`config.mk`:
```
export PLATFORM = sky130hd
export DESIGN_NAME = cnn_layer_sequencer
export DESIGN_NICKNAME = d
export VERILOG_FILES = /design/src/rtl/cnn_pkg.sv /design/src/rtl/cnn_layer_sequencer_watchdog.sv /design/src/rtl/cnn_layer_sequencer.sv
export SDC_FILE = /design/constraint.sdc
export NUM_CORES = 1
export LEC_CHECK = 0
export CAP_MARGIN = 30
export CELL_PAD_IN_SITES_DETAIL_PLACEMENT = 2
export CELL_PAD_IN_SITES_GLOBAL_PLACEMENT = 2
export CORE_MARGIN = 5
export CORE_UTILIZATION = 30
export CTS_BUF_LIST = sky130_fd_sc_hd__clkbuf_8
export DETAILED_ROUTE_END_ITERATION = 10
export DONT_BUFFER_PORTS = 1
export PLACE_DENSITY_LB_ADDON = 0.1
export SLEW_MARGIN = 10
export SYNTH_ARGS = -nofsm -noshare
export SYNTH_HDL_FRONTEND = slang
export SYNTH_HIERARCHICAL = 1
export SYNTH_SLANG_ARGS = --single-unit
```
`constraint.sdc`:
```
create_clock -name clk -period 2.57 [get_ports clk]
set_input_delay 0.514 -clock clk [delete_from_list [all_inputs] [get_ports clk]]
set_output_delay 0.514 -clock clk [all_outputs]
set_load 0.005 [all_outputs]
```
`src/rtl/cnn_pkg.sv`:
```
// cnn_pkg: shared FSM states, stage indices and defaults for the CNN layer sequencer
package cnn_pkg;
  typedef enum logic [2:0] {S_IDLE, S_LAUNCH, S_WAIT, S_FINISH, S_ERROR} seq_state_t;
  localparam int STG_CONV1    = 0;
  localparam int STG_POOL1    = 1;
  localparam int STG_CONV2    = 2;
  localparam int STG_POOL2    = 3;
  localparam int STG_CONV3    = 4;
  localparam int STG_POOL3    = 5;
  localparam int STG_DENSE0   = 6;
  localparam int STG_DENSE1   = 7;
  localparam int N_STAGES_DEF = 8;
endpackage

```
`src/rtl/cnn_layer_sequencer_watchdog.sv`:
```
// seq_watchdog: per-stage WAIT cycle counter for the sequencer timeout (built only with SEQ_TIMEOUT_EN)
// Ports: clk, resetn (async active-low), i_clear (zero the count), i_inc (count one WAIT cycle),
//        o_expired (this WAIT cycle is the TIMEOUT_CYCLES-th one).
`ifdef SEQ_TIMEOUT_EN
module seq_watchdog #(
  parameter int TIMEOUT_CYCLES = 65535
) (
  input  logic clk,
  input  logic resetn,
  input  logic i_clear,
  input  logic i_inc,
  output logic o_expired
);
  logic [15:0] r_cnt;
  always_ff @(posedge clk or negedge resetn)
    if (!resetn) r_cnt <= '0;
    else if (i_clear) r_cnt <= '0;
    else if (i_inc) r_cnt <= r_cnt + 16'd1;
  assign o_expired = i_inc && (r_cnt == 16'(TIMEOUT_CYCLES - 1));
endmodule
`endif

```
`src/rtl/cnn_layer_sequencer.sv`:
```
// cnn_layer_sequencer: launches N_STAGES layer stages in order, one frame per i_start
// Ports: clk, resetn (async active-low), i_start, i_abort, i_stage_done[N_STAGES],
//        o_stage_start[N_STAGES] (one-hot pulse), o_stage_idx, o_busy, o_done, o_error, o_frame_cnt.
// Macro SEQ_TIMEOUT_EN: adds a per-stage WAIT timeout leading to a sticky ERROR state.
module cnn_layer_sequencer
  import cnn_pkg::*;
#(
  parameter int N_STAGES       = N_STAGES_DEF,
  parameter int TIMEOUT_CYCLES = 65535,
  parameter int FRAME_CNT_W    = 16
) (
  input  logic                   clk,
  input  logic                   resetn,
  input  logic                   i_start,
  input  logic                   i_abort,
  input  logic [N_STAGES-1:0]    i_stage_done,
  output logic [N_STAGES-1:0]    o_stage_start,
  output logic [3:0]             o_stage_idx,
  output logic                   o_busy,
  output logic                   o_done,
  output logic                   o_error,
  output logic [FRAME_CNT_W-1:0] o_frame_cnt
);
  localparam logic [N_STAGES-1:0] ONE  = {{(N_STAGES-1){1'b0}}, 1'b1};
  localparam logic [3:0]          LAST = 4'(N_STAGES - 1);
  seq_state_t              r_state;
  logic [3:0]              r_idx;
  logic [N_STAGES-1:0]     r_start;
  logic                    r_busy;
  logic                    r_done;
  logic [FRAME_CNT_W-1:0]  r_frame;
  logic                    w_hit;
  // only the done bit of the active stage can advance the sequence
  assign w_hit = |(i_stage_done & (ONE << r_idx));
`ifdef SEQ_TIMEOUT_EN
  logic r_err;
  logic w_expired;
  seq_watchdog #(.TIMEOUT_CYCLES(TIMEOUT_CYCLES)) u_wdog (
    .clk       (clk),
    .resetn    (resetn),
    .i_clear   (r_state == S_LAUNCH),
    .i_inc     (r_state == S_WAIT),
    .o_expired (w_expired)
  );
  assign o_error = r_err;
`else
  assign o_error = 1'b0;
`endif
  // outputs are registered together with the state they belong to
  always_ff @(posedge clk or negedge resetn)
    if (!resetn) begin
      r_state <= S_IDLE;
      r_idx   <= '0;
      r_start <= '0;
      r_busy  <= 1'b0;
      r_done  <= 1'b0;
      r_frame <= '0;
`ifdef SEQ_TIMEOUT_EN
      r_err   <= 1'b0;
`endif
    end else begin
      r_start <= '0;
      r_done  <= 1'b0;
      if (i_abort) begin
        r_state <= S_IDLE;
        r_idx   <= '0;
        r_busy  <= 1'b0;
`ifdef SEQ_TIMEOUT_EN
        r_err   <= 1'b0;
`endif
      end else
        case (r_state)
          S_IDLE:
            if (i_start) begin
              r_state <= S_LAUNCH;
              r_idx   <= '0;
              r_busy  <= 1'b1;
              r_start <= ONE;
            end
          S_LAUNCH: r_state <= S_WAIT;
          S_WAIT:
            if (w_hit) begin
              if (r_idx == LAST) begin
                r_state <= S_FINISH;
                r_done  <= 1'b1;
                r_frame <= r_frame + FRAME_CNT_W'(1);
              end else begin
                r_state <= S_LAUNCH;
                r_idx   <= r_idx + 4'd1;
                r_start <= ONE << (r_idx + 4'd1);
              end
            end
`ifdef SEQ_TIMEOUT_EN
            else if (w_expired) begin
              r_state <= S_ERROR;
              r_err   <= 1'b1;
            end
          S_ERROR: r_state <= S_ERROR;
`endif
          default: begin
            r_state <= S_IDLE;
            r_idx   <= '0;
            r_busy  <= 1'b0;
          end
        endcase
    end
  assign o_stage_start = r_start;
  assign o_stage_idx   = r_idx;
  assign o_busy        = r_busy;
  assign o_done        = r_done;
  assign o_frame_cnt   = r_frame;
endmodule

```
**Word-level counts from Yosys, hierarchy flattened**

Cells that the tools add are included.

- Eq/ne operators: 8
- Shift operators: 2
- Reductions and logical operators: 7
- Bitwise gates (word level): 2
- Add/subtract/negate cells: 2
- Muxes and demuxes: 22

Operators by type and width:

| kind | count |
|---|---|
| two-way mux 8 bit | 3 |
| adder 16 x 1 -> 16 bit, second input constant | 1 |
| two-way mux 4 bit | 4 |
| case mux 8 bit (2 select lines) | 1 |
| << shifter 1 x 4 -> 8 bit, first input constant | 2 |
| case mux 4 bit (3 select lines) | 1 |
| two-way mux 3 bit | 3 |
| inequality test 3 bit, second input constant | 3 |
| case mux 3 bit (3 select lines) | 1 |
| bitwise AND 8 bit | 1 |
| AND reduction 4 bit | 2 |
| OR reduction 8 bit | 1 |
| two-way mux 1 bit | 7 |
| adder 4 x 1 -> 4 bit, second input constant | 1 |
| equality test 4 x 3 -> 1 bit, second input constant | 1 |
| AND reduction 2 bit | 2 |
| equality test 3 x 1 -> 1 bit, second input constant | 1 |
| equality test 3 x 2 -> 1 bit, second input constant | 1 |
| zero test 3 bit | 1 |
| two-way mux 2 bit | 1 |
| inequality test 2 x 1 -> 1 bit, second input constant | 1 |
| inequality test 2 bit, second input constant | 1 |
| case mux 1 bit (2 select lines) | 1 |
| OR reduction 2 bit | 1 |
| NOT 1 bit | 1 |

- Input port bits: 12
- Word-level logic and storage cells: 49
- Register bits: 33
- Output and inout port bits: 31

**Logic depth before layout (Yosys ltp)**

Gate-level depths: netlist (run 1).

- Word-level depth: 6
- Depth in mapped cells: 9
- Mapped depth without buffers: 7

**Worst setup path after synthesis (run 1)**

Ideal clock, no wire load.

- Path type: reg2reg
- Start point: reg r_idx[0] (netlist: o_stage_idx[0])
- End point: reg r_frame[1] (netlist: o_frame_cnt[1])
- Arrival time: 1.758 ns
- Cell stages (with the launch flop): 9
- Required time: 2.445 ns
- Path buffers: 1
- Path slack: 0.687 ns
- Library setup time: 0.125 ns
- Clock period less this slack: 1.883 ns
- Cell sequence: dfrtp_1 inv_1 ha_1 a22oi_1 a32oi_2 nand2b_1 buf_4 nand3_2 mux2_2

- Longest elaborated chain between the ends: 4
- Elaborated cells between the ends (all ways): 5
- Classes of those cells: eq/ne (1); shift (1); bitwise (1); reduce/logical (2)

Ends and longest elaborated chain:

| item | RTL line | text |
|---|---|---|
| start: declaration | cnn_layer_sequencer.sv:27 | `logic [3:0] r_idx;` |
| start signal: assignment | cnn_layer_sequencer.sv:89 | `r_idx <= r_idx + 4'd1;` |
| << shifter 1 x 4 -> 8 bit | cnn_layer_sequencer.sv:34 | `assign w_hit = \|(i_stage_done & (ONE << r_idx));` |
| bitwise AND 8 bit | cnn_layer_sequencer.sv:34 |  |
| OR reduction 8 bit | cnn_layer_sequencer.sv:34 |  |
| AND reduction 4 bit (no line) * | -- |  |
| end signal: assignment | cnn_layer_sequencer.sv:86 | `r_frame <= r_frame + FRAME_CNT_W'(1);` |
| end: declaration | cnn_layer_sequencer.sv:31 | `logic [FRAME_CNT_W-1:0] r_frame;` |

Mark *: on every way between the ends. The rest lies on a longest branch, timed or not.
A chain may end at the register's enable or synchronous reset.

**Worst setup path after layout (run 1)**

- Start point: reg r_state[0]
- End point: reg r_frame[10] (netlist: o_frame_cnt[10])

- Longest elaborated chain between the ends: 2

Ends and longest elaborated chain:

| item | RTL line | text |
|---|---|---|
| start: declaration | cnn_layer_sequencer.sv:26 | `seq_state_t r_state;` |
| start signal: assignment | cnn_layer_sequencer.sv:52 | `r_state <= S_IDLE;` |
| start signal: assignment | cnn_layer_sequencer.sv:65 | `r_state <= S_IDLE;` |
| start signal: assignment | cnn_layer_sequencer.sv:75 | `r_state <= S_LAUNCH;` |
| equality test 3 x 2 -> 1 bit | cnn_layer_sequencer.sv:72 | `case (r_state)` |
| AND reduction 4 bit (no line) | -- |  |

No other way between the ends.

==> out/summary.log, run 1 <==
INFO  pwr            p_int=0.000962W
INFO  timing         rsz0062_at_grt=false
INFO  worst_setup_path worstRegToRegCells=7
INFO  pwr            power=0.00134W
INFO  routing        drt_wl_total=4550µm
INFO  clocking       clkLatencyLatePin=0.29ns
INFO  synth          async_reset_ff_share=100%
INFO  clocking       cts_max_level=2
INFO  place          area_post_placement=1730µm²
INFO  timing         fin_worst_skew=0.00566ns
INFO  finish         fin_nets=182
INFO  timing         fin_hold_ws=0.0481ns
INFO  worst_setup_path required=2.74ns
INFO  timing         report.final.hold_viol_count=0
INFO  place          hpwlAfterDp=3430µm
INFO  floorplanning  core_area=5440µm²
INFO  worst_setup_path critPathArrivalTime=2.39ns
INFO  timing         finalMaxSlewViolations=0
INFO  floorplanning  die_height=84.4µm
INFO  synth          ranking_of_synthesized_cells_by_area=dfrtp_1 48%, xnor2_1 7.9%, ha_1 7.5%
INFO  synth          synth_top_area_cell=dfrtp_1
INFO  timing         top_achievable_clock_speed=0.451GHz
INFO  synth          post_synthesis_instance_area=1660µm²
INFO  synth          synth_seq_cells=32
INFO  clocking       maximum_clock_insertion_buffer_count=2
INFO  routing        drt_first_pass_iters=4
INFO  place          gp_congestion=0.753
INFO  worst_setup_path worstSetupPathType=flip-flop to flip-flop
INFO  synth          synthFlopType=dfrtp_1
INFO  finish         postLayoutCellArea=1880µm²
INFO  pwr            switching_share_of_power=28.0%
INFO  global_route   gr_util_all_layers=13.6%
INFO  routing        detail_route.drc_violations=0
INFO  global_route   grt_overflow_total=0
INFO  routing        ant_nets=0
INFO  floorplanning  initial_core_util=30.5%
INFO  floorplanning  pin_count=43
INFO  finish         nFillCells=594
INFO  pwr            p_sw=0.000374W
INFO  finish         total_area_of_sequential_cells=801µm²
INFO  clocking       ctsResizeCount=0
INFO  worst_setup_path timing.critical_path.from_type=flip-flop
INFO  synth          synth.top_cell.area_share=48.3%
INFO  outcome        status=complete, no violations
INFO  job            timing.max_cap.violations=0
INFO  routing        vias=1236
INFO  place          place_inst=224
INFO  synth          count_of_flip_flops_with_a_built_in_enable_after_synthesis=0
INFO  worst_setup_path setup.worst_path.end_class=flip-flop
INFO  clocking       tritoncts_buffer_count=5
INFO  floorplanning  die_w=84.4µm
INFO  timing         post-route-min-period=2.22ns
INFO  clocking       clockRootBuffer=clkbuf_8
INFO  synth          synthMostInstantiatedCell=dfrtp_1
INFO  finish         finalNonFillerCells=233
INFO  routing        routed_wire_length_per_instance=19.5µm
INFO  timing         timing.setup.tns=0ns
INFO  synth          postSynthAreaPerCell=10.6µm²
INFO  finish         antenna-diode-count=0
INFO  finish         layout-area-overhead-vs-synth=13.0%
INFO  floorplanning  floorplan.die_area=7120µm²
INFO  pwr            pleak=0.825nW
INFO  pwr            pwr_density_cell=712nW/µm²
INFO  synth          most_numerous_cell_types_in_the_synthesized_netlist=32 x dfrtp_1, 15 x xnor2_1, 11 x nand4_1
INFO  timing         setup_violation_total_in_the_final_timing_report=0
INFO  pwr            clock_power_share=40.0%
INFO  place          place.port_buffers=0
INFO  synth          yosys_warnings=6
INFO  clocking       cts.sink_count=32
INFO  pwr            seqPwrFrac=41.6%
INFO  hold_path      min_path_type=input port to async pin
INFO  synth          synth_sequential_area_ratio=48.3%
INFO  finish         layout-drive-gt1-share=11.2%
INFO  global_route   number_of_antenna_violations_at_the_first_check_in_global_routing=0
INFO  global_route   largest_net_degree_at_the_start_of_global_routing=33
INFO  pwr            comb_power_share=18.4%
INFO  global_route   grt_pass1_wl=7480µm
INFO  worst_setup_path critical_path.max_fanout=9
INFO  finish         multiInputGateArea=790µm²
INFO  synth          synthesis.nets=178
INFO  clocking       cts_tree=done
INFO  routing        drt-initial-drc-count=36
INFO  synth          synth.lib_cells_used.distinct=37
INFO  routing        routed_via_density=5.30
INFO  synth          syn_inst=156
INFO  clocking       clk_transition_reported_paths=0.07ns
INFO  floorplanning  placementRows=27
INFO  global_route   first_global_vias=1419
INFO  pwr            vdd_ir_drop_max=0.000280V
INFO  timing         timing.final.crit_share=86.3%
==> power by group through the flow <==
stage | Combinational (W) | Sequential [W] | Clock [W]
floorplan | 0.000182 | 0.000558 | 0
global placement | 0.000221 | 0.000564 | 0
detailed placement | 0.000237 | 0.000566 | 0
CTS | 0.000252 | 0.000556 | 0.000553
global route | 0.000283 | 0.000559 | 0.000581
finish | 0.000245 | 0.000556 | 0.000535
==> registers in the layout, indices dropped and copies added (netlist names) <==
name / count
o_frame_cnt: 16
o_busy: 1
o_done: 1
o_stage_idx: 4
r_state: 2
o_stage_start: 8
==> stage by stage <==
stage | utilization [%] | setup slack [ns]
detailed placement | 31.8 | 0.346
floorplan | - | 0.687
CTS | 34.5 | 0.325
finish | 34.5 | 0.351
global route | 34.5 | 0.183
global placement | 31.8 | 0.442
==> area by class of cell <==
cell class	instances	share of cell area [%]
Clock buffer	7	5.14
Clock inverter	1	1.60
Inverter	9	1.80
Multi-Input combinational cell	109	42.1
Sequential cell	32	42.7
Tap cell	72	4.80
Timing Repair Buffer	3	1.87
==> cells by family (layout without fill, tap and decap cells) <==
logic type | count (synthesis) | count (layout) | share of synthesized area, %
xor gates and xnor gates | 16 | 16 | 8.45
buffers and inverters | 15 | 20 | 4.15
other | 1 | 1 | 0.226
muxes | 1 | 1 | 0.679
AOI/OAI and AO/OA | 17 | 17 | 7.69
and+or+nand+nor | 64 | 64 | 23.0
adders and majority gates | 10 | 10 | 7.54
DFF | 32 | 32 | 48.3
==> routing by layer <==
| layer | up-vias | track usage [%] | wire, µm |
|---|---|---|---|
| met4 | 0 | 6.76 | 78 |
| met1 | 631 | 14.8 | 1820 |
| li1 | 560 | - | - |
| met3 | 8 | 5.10 | 282 |
| met2 | 37 | 23.2 | 2370 |
| met5 | - | 0 | 0 |
==> layout by cell type (no fill, tap or decap), types with 3 or more instances in the layout <==
cell       n
nand4_1   11
nor3b_1    4
nor3_1     3
a21oi_1    3
dfrtp_1   32
nand2b_1   3
a22oi_1    4
and3_1     8
xnor2_1   15
clkbuf_8   7
nand2_1    6
ha_1      10
and4_1     3
nand3_1    8
inv_1      9
nor2_1     8
==> critical path, cell delays in order (launching register included) <==
cell and delay, ns:
dfrtp_1 0.42, inv_1 0.14, ha_1 0.36, nand4b_1 0.27, nor2_1 0.47, and3_1 0.23, nand3_1 0.09, xnor2_1 0.14
==> repair_timing <==
item | 4_1_cts | 5_1_grt
hold buffers | 1 | 0
endpoints found under the hold margin | 32 | 0
buffers inserted | 0 | 0
==> final timing paths <==
check	startpoint	to	slack, ns
max	r_state[0]	o_frame_cnt[10]	0.35
min	resetn	o_done	0.05
max reg2reg	r_state[0]	o_frame_cnt[10]	0.35
min reg2reg	o_frame_cnt[15]	o_frame_cnt[15]	0.51
max in group asynchronous	resetn	o_stage_idx[3]	2.34
min in group clk	i_abort	r_state[1]	0.29
No activity file was read; power rests on OpenSTA's default activity.
==> run 2: changes to the inputs <==
Settings changed: ABC_AREA from default to 1, BUFFER_PORTS_ARGS from default to -buffer_cell sky130_fd_sc_hd__buf_2, DONT_BUFFER_PORTS 1 to default.
==> out/summary.log, run 2 <==
INFO  clocking       clkLatencyLatePin=0.28ns
INFO  floorplanning  pin_count=43
INFO  synth          count_of_flip_flops_with_a_built_in_enable_after_synthesis=0
INFO  finish         nFillCells=727
INFO  clocking       clockRootBuffer=clkbuf_8
INFO  finish         antenna-diode-count=0
INFO  timing         timing.setup.tns=0ns
INFO  clocking       cts.sink_count=32
INFO  routing        drt_wl_total=5090µm
INFO  timing         tightest_slew=0.763ns
INFO  worst_setup_path timing.rr.start=o_stage_idx[0]
INFO  worst_setup_path cpLargestDelayFamily=simple AND/OR/NAND/NOR gates
INFO  finish         fin_nets=309
INFO  timing         setup_violation_total_in_the_final_timing_report=0
INFO  routing        routed_wire_length_per_instance=14.0µm
INFO  finish         finalNonFillerCells=363
INFO  synth          async_reset_ff_share=100%
INFO  synth          synth_top_area_cell=dfrtp_1
INFO  synth          post_synthesis_instance_area=1840µm²
INFO  clocking       cts_tree=done
INFO  global_route   first_global_vias=1851
INFO  worst_setup_path required=2.78ns
INFO  worst_setup_path timing.critical_path.slowest_stage_cell=dfrtp_1
INFO  synth          synth.top_cell.area_share=43.6%
INFO  timing         postLayoutSetupSlackWorst=0.685ns
INFO  global_route   grt_overflow_total=0
INFO  finish         postLayoutCellArea=2200µm²
INFO  place          place.port_buffers=41
INFO  worst_setup_path worstRegToRegCells=10
INFO  floorplanning  initial_core_util=31.0%
INFO  synth          syn_inst=242
INFO  synth          most_numerous_cell_types_in_the_synthesized_netlist=97 x nand2_1, 32 x dfrtp_1, 28 x nor2_1
INFO  worst_setup_path critical-path-top-cell-by-count=nand2_1
INFO  floorplanning  floorplan.die_area=7780µm²
INFO  worst_setup_path worst_path_largest_cell_delay=0.47ns
INFO  worst_setup_path cp_num_buf_inv=1
INFO  routing        routed_via_density=4.56
INFO  synth          postSynthAreaPerCell=7.58µm²
INFO  worst_setup_path setup.worst_path.end_class=flip-flop
INFO  synth          synthFlopType=dfrtp_1
INFO  timing         rsz0062_at_grt=false
INFO  global_route   largest_net_degree_at_the_start_of_global_routing=33
INFO  timing         report.final.hold_viol_count=0
INFO  routing        drt-initial-drc-count=21
INFO  worst_setup_path timing.critical_path.from_type=flip-flop
INFO  worst_setup_path chain_of_cells_forming_the_critical_path=ha_1 > ha_1 > nand2_1 > nand2_1 > nand2_1 > nand3_2 > nand3_4 > inv_4 > nand2_1 > nand2_1
INFO  clocking       hold_buffers=0
INFO  synth          synth.lib_cells_used.distinct=23
INFO  place          hpwlAfterDp=3930µm
INFO  place          pre_cts_ws=0.694ns
INFO  global_route   gr_util_all_layers=14.5%
INFO  place          place_inst=355
INFO  finish         layout-drive-gt1-share=19.4%
INFO  finish         final_util=37.2%
INFO  floorplanning  die_height=88.2µm
INFO  place          gp_congestion=0.758
INFO  outcome        status=complete, no violations
INFO  clocking       post-cts-setup-buffers=0
INFO  clocking       maximum_clock_insertion_buffer_count=2
INFO  worst_setup_path crit-reg2reg-capture=o_frame_cnt[1]
INFO  routing        drt_first_pass_iters=4
INFO  clocking       clk_transition_reported_paths=0.07ns
INFO  synth          synth_seq_cells=32
INFO  timing         timing.final.crit_share=73.4%
INFO  clocking       ctsResizeCount=0
INFO  pwr            vdd_ir_drop_max=0.000201V
INFO  clocking       tritoncts_buffer_count=5
INFO  global_route   number_of_antenna_violations_at_the_first_check_in_global_routing=0
INFO  pwr            pleak=1.20nW
INFO  floorplanning  die_w=88.2µm
INFO  place          area_post_placement=2110µm²
INFO  hold_path      min_path_type=input port to async pin
INFO  worst_setup_path timing.reg2reg.setup_slack=0.68ns
INFO  floorplanning  placementRows=28
INFO  clocking       cts_max_level=2
INFO  routing        detail_route.drc_violations=0
INFO  synth          ranking_of_synthesized_cells_by_area=dfrtp_1 44%, nand2_1 20%, ha_1 6.8%
INFO  routing        ant_nets=0
INFO  finish         largest_register_ff_count=16
INFO  timing         post-route-min-period=1.89ns
INFO  timing         finalMaxSlewViolations=0
INFO  synth          synthesis.nets=264
INFO  floorplanning  core_area=5920µm²
INFO  timing         top_achievable_clock_speed=0.530GHz
INFO  synth          synthMostInstantiatedCell=nand2_1
INFO  worst_setup_path worstSetupPathType=flip-flop to flip-flop
INFO  timing         worst_slew_margin_rel=49.1%
INFO  worst_setup_path critical_path.max_fanout=19
INFO  job            timing.max_cap.violations=0
INFO  routing        vias=1656
INFO  global_route   grt_pass1_wl=8780µm
INFO  synth          yosys_warnings=6
INFO  synth          synth_sequential_area_ratio=43.6%
INFO  finish         layout_common_cells=97 x nand2_1, 41 x buf_2, 32 x dfrtp_1
INFO  timing         fin_worst_skew=0.00773ns
INFO  finish         layout-area-overhead-vs-synth=20.0%
INFO  pwr            pwr_density_cell=481nW/µm²
INFO  worst_setup_path critPathArrivalTime=2.10ns
INFO  finish         mostFrequentLayoutCell=nand2_1
==> run 2: cell count changes after synthesis, sizes merged, moves of 5 or more <==
| cell | previous run | this run |
|---|---|---|
| inv | 9 | 24 |
| xor2 | 1 | 8 |
| and3 | 8 | 0 |
| nand3 | 9 | 15 |
| xnor2 | 15 | 5 |
| nand2 | 6 | 97 |
| nor2 | 8 | 29 |
| nand4 | 11 | 6 |
==> run 2: logic make-up (layout without fill, tap and decap cells) <==
logic type,after synthesis,in the layout,share of synthesized area (%)
AOI/OAI and AO/OA,8,8,2.45
xor gates and xnor gates,13,13,6.20
adders and majority gates,10,10,6.82
buffers and inverters,27,73,6.34
DFF,32,32,43.6
other,1,1,0.204
and+or+nand+nor,151,151,34.4
==> run 2: how the worst max path moves through the flow <==
stage                         from         endpoint  slack (ns)  depth (start not counted)
finish              o_stage_idx[0]   o_frame_cnt[1]        0.68                         10
global route        o_stage_idx[0]   o_frame_cnt[9]        0.46                         10
CTS                 o_stage_idx[0]   o_frame_cnt[1]        0.65                         10
detailed placement  o_stage_idx[0]   o_frame_cnt[1]        0.69                         10
global placement    o_stage_idx[0]  o_frame_cnt[11]        0.76                         10
floorplan           o_stage_idx[0]   o_frame_cnt[3]        0.93                         11
==> run 2: area by class of cell <==
cell class | count | area, µm² | area share [%]
clock buffers | 6 | 82.6 | 3.75
clock inverters | 2 | 10.0 | 0.454
inverters | 24 | 92.6 | 4.20
multi-input cells | 183 | 918 | 41.7
flip-flops and latches | 32 | 801 | 36.3
well taps | 75 | 93.8 | 4.26
repair buffers | 41 | 205 | 9.31
==> run 2: per-stage QoR <==
stage                     hold slack (ns)  power [W]
after floorplan                     0.218   0.000616
after global placement              0.482   0.000665
after detailed placement            0.502   0.000668
after CTS                           0.333    0.00108
after global routing                0.369    0.00112
final                               0.306    0.00106
==> run 2: power breakdown <==
group	leakage, nW	switching, W	internal, W
combinational	0.705	0.0000817	0.0000433
sequential	0.444	0.0000131	0.000517
clock	0.0510	0.000192	0.000214
==> run 2: routing by layer <==
layer / part of all wire, % / GRT usage (%)
met5: 0 / 0
met1: 49 / 19.1
met3: 3.3 / 3.17
met2: 47 / 24.3
met4: 0.57 / 3.71
==> run 3: changes to the inputs <==
Settings changed: CORE_UTILIZATION 30 to 28.
Clock period 2.57 ns to 1.6 ns, I/O delays scaled along.
==> out/summary.log, run 3 (synthesis gave the netlist of run 2 again) <==
INFO  outcome        status=finished, violations left
INFO  outcome        violations=setup timing
INFO  job            timing.max_cap.violations=0
INFO  finish         mostFrequentLayoutCell=nand2_1
INFO  floorplanning  pin_count=43
INFO  timing         post-route-min-period=1.70ns
INFO  global_route   gr_util_all_layers=16.0%
INFO  routing        ant_nets=0
INFO  finish         fin_nets=340
INFO  pwr            power=0.00207W
INFO  timing         postLayoutSetupSlackWorst=-0.0988ns
INFO  worst_setup_path timing.critical_path.from_type=flip-flop
INFO  global_route   largest_net_degree_at_the_start_of_global_routing=33
INFO  worst_setup_path required=1.78ns
INFO  timing         report.final.hold_viol_count=0
INFO  worst_setup_path worstSetupPathType=flip-flop to flip-flop
INFO  floorplanning  die_height=91.0µm
INFO  routing        drt-initial-drc-count=20
INFO  timing         timing.final.crit_share=106%
INFO  clocking       maximum_clock_insertion_buffer_count=2
INFO  clocking       cts_max_level=2
INFO  routing        drt_first_pass_iters=4
INFO  worst_setup_path worstRegToRegCells=10
INFO  routing        routed_via_density=4.75
INFO  timing         finalMaxSlewViolations=0
INFO  clocking       tritoncts_buffer_count=5
INFO  clocking       clk_transition_reported_paths=0.08ns
INFO  floorplanning  initial_core_util=28.9%
INFO  routing        detail_route.drc_violations=0
INFO  routing        drt_wl_total=6670µm
INFO  timing         rsz0062_at_grt=true
INFO  timing         fin_worst_skew=0.00954ns
INFO  place          gp_congestion=0.740
INFO  global_route   grt_overflow_total=0
INFO  finish         layout-drive-gt1-share=46.7%
INFO  finish         total_area_of_sequential_cells=803µm²
INFO  global_route   grt_pass1_wl=10700µm
INFO  floorplanning  floorplan.die_area=8270µm²
INFO  finish         layout-area-overhead-vs-synth=53.9%
INFO  global_route   first_global_vias=2172
INFO  timing         top_achievable_clock_speed=0.589GHz
INFO  floorplanning  core_area=6350µm²
INFO  pwr            pleak=1.43nW
INFO  pwr            vdd_ir_drop_max=0.000439V
INFO  finish         antenna-diode-count=0
INFO  place          place.port_buffers=41
INFO  worst_setup_path critPathArrivalTime=1.88ns
INFO  timing         setup_violation_total_in_the_final_timing_report=23
INFO  clocking       cts.sink_count=32
INFO  routing        vias=1881
INFO  clocking       clockRootBuffer=clkbuf_8
INFO  finish         nFillCells=714
INFO  routing        routed_wire_length_per_instance=16.8µm
INFO  floorplanning  die_w=91.0µm
INFO  pwr            pwr_density_cell=733nW/µm²
INFO  place          hpwlAfterDp=4300µm
INFO  clocking       clkLatencyLatePin=0.29ns
INFO  worst_setup_path setup.worst_path.end_class=flip-flop
INFO  finish         largest_register_ff_count=16
INFO  worst_setup_path critical_path.max_fanout=6
INFO  timing         timing.setup.tns=-1.44ns
INFO  floorplanning  placementRows=29
INFO  global_route   number_of_antenna_violations_at_the_first_check_in_global_routing=0
INFO  finish         multiInputGateArea=1210µm²
INFO  clocking       cts_tree=done
INFO  finish         layout_common_cells=58 x nand2_1, 41 x buf_2, 32 x nand2_2
INFO  hold_path      min_path_type=input port to async pin
-- run 3: power by group --
group          leakage [nW]  switching [W]  internal (W)
Clock                0.0645       0.000321      0.000550
Sequential            0.441      0.0000176      0.000830
Combinational         0.921       0.000205      0.000146
-- run 3: stage by stage --
step / setup slack (ns) / instances / area, µm² / hold slack, ns / util, %
global placement: 0.00524 / 379 / 2290 / 0.384 / 36.1
CTS: -0.0247 / 393 / 2620 / 0.0705 / 41.3
floorplan: 0.00680 / 242 / 1840 / 0.0244 / -
finish: -0.0988 / 396 / 2820 / 0.0416 / 44.5
global route: -0.169 / 396 / 2820 / 0.0848 / 44.5
detailed placement: -0.0523 / 379 / 2290 / 0.387 / 36.1
-- run 3: area by class of cell --
cell class,instances,area share (%)
clock inverter,1,1.06
inverter,24,3.63
multi-input combinational,183,42.8
clock buffer,7,3.41
timing repair buffer,72,17.2
sequential,32,28.4
tap,77,3.41
-- run 3: worst paths after layout --
check	from	endpoint	slack, ns
setup reg to reg	o_stage_idx[1]	o_frame_cnt[7]	-0.1
hold / removal	resetn	o_stage_idx[0]	0.04
min in group clk	i_start	o_stage_start[0]	0.38
max in group asynchronous	resetn	o_stage_start[2]	1.22
hold reg to reg	o_frame_cnt[14]	o_frame_cnt[14]	0.52
setup / recovery	o_stage_idx[1]	o_frame_cnt[7]	-0.1
-- run 3: layer usage --
| layer | track usage [%] | share of wire, % | up-vias |
|---|---|---|---|
| met5 | 0 | 0 | - |
| met4 | 2.93 | 0.91 | 0 |
| met3 | 3.64 | 2.9 | 7 |
| met2 | 28.8 | 52 | 29 |
| met1 | 19.7 | 44 | 940 |
| li1 | - | - | 905 |
-- run 3: what timing repair did --
item                                   in CTS  in global routing
resized for setup                          41                 50
setup endpoints to repair                  29                 31
hold buffers                                0                  0
buffers inserted                            5                  3
cloned                                      1                  0
pin swaps                                  11                 20
endpoints found under the hold margin       0                  0
-- run 3: critical path: stages, from the launching register on --
cell     delay (ns)
dfrtp_2        0.46
ha_4           0.20
ha_4           0.14
nand2_2        0.05
nand2_2        0.08
nand2_4        0.07
nand3_4        0.10
nand3_4        0.17
buf_6          0.21
nand2_4        0.05
nand2_2        0.05
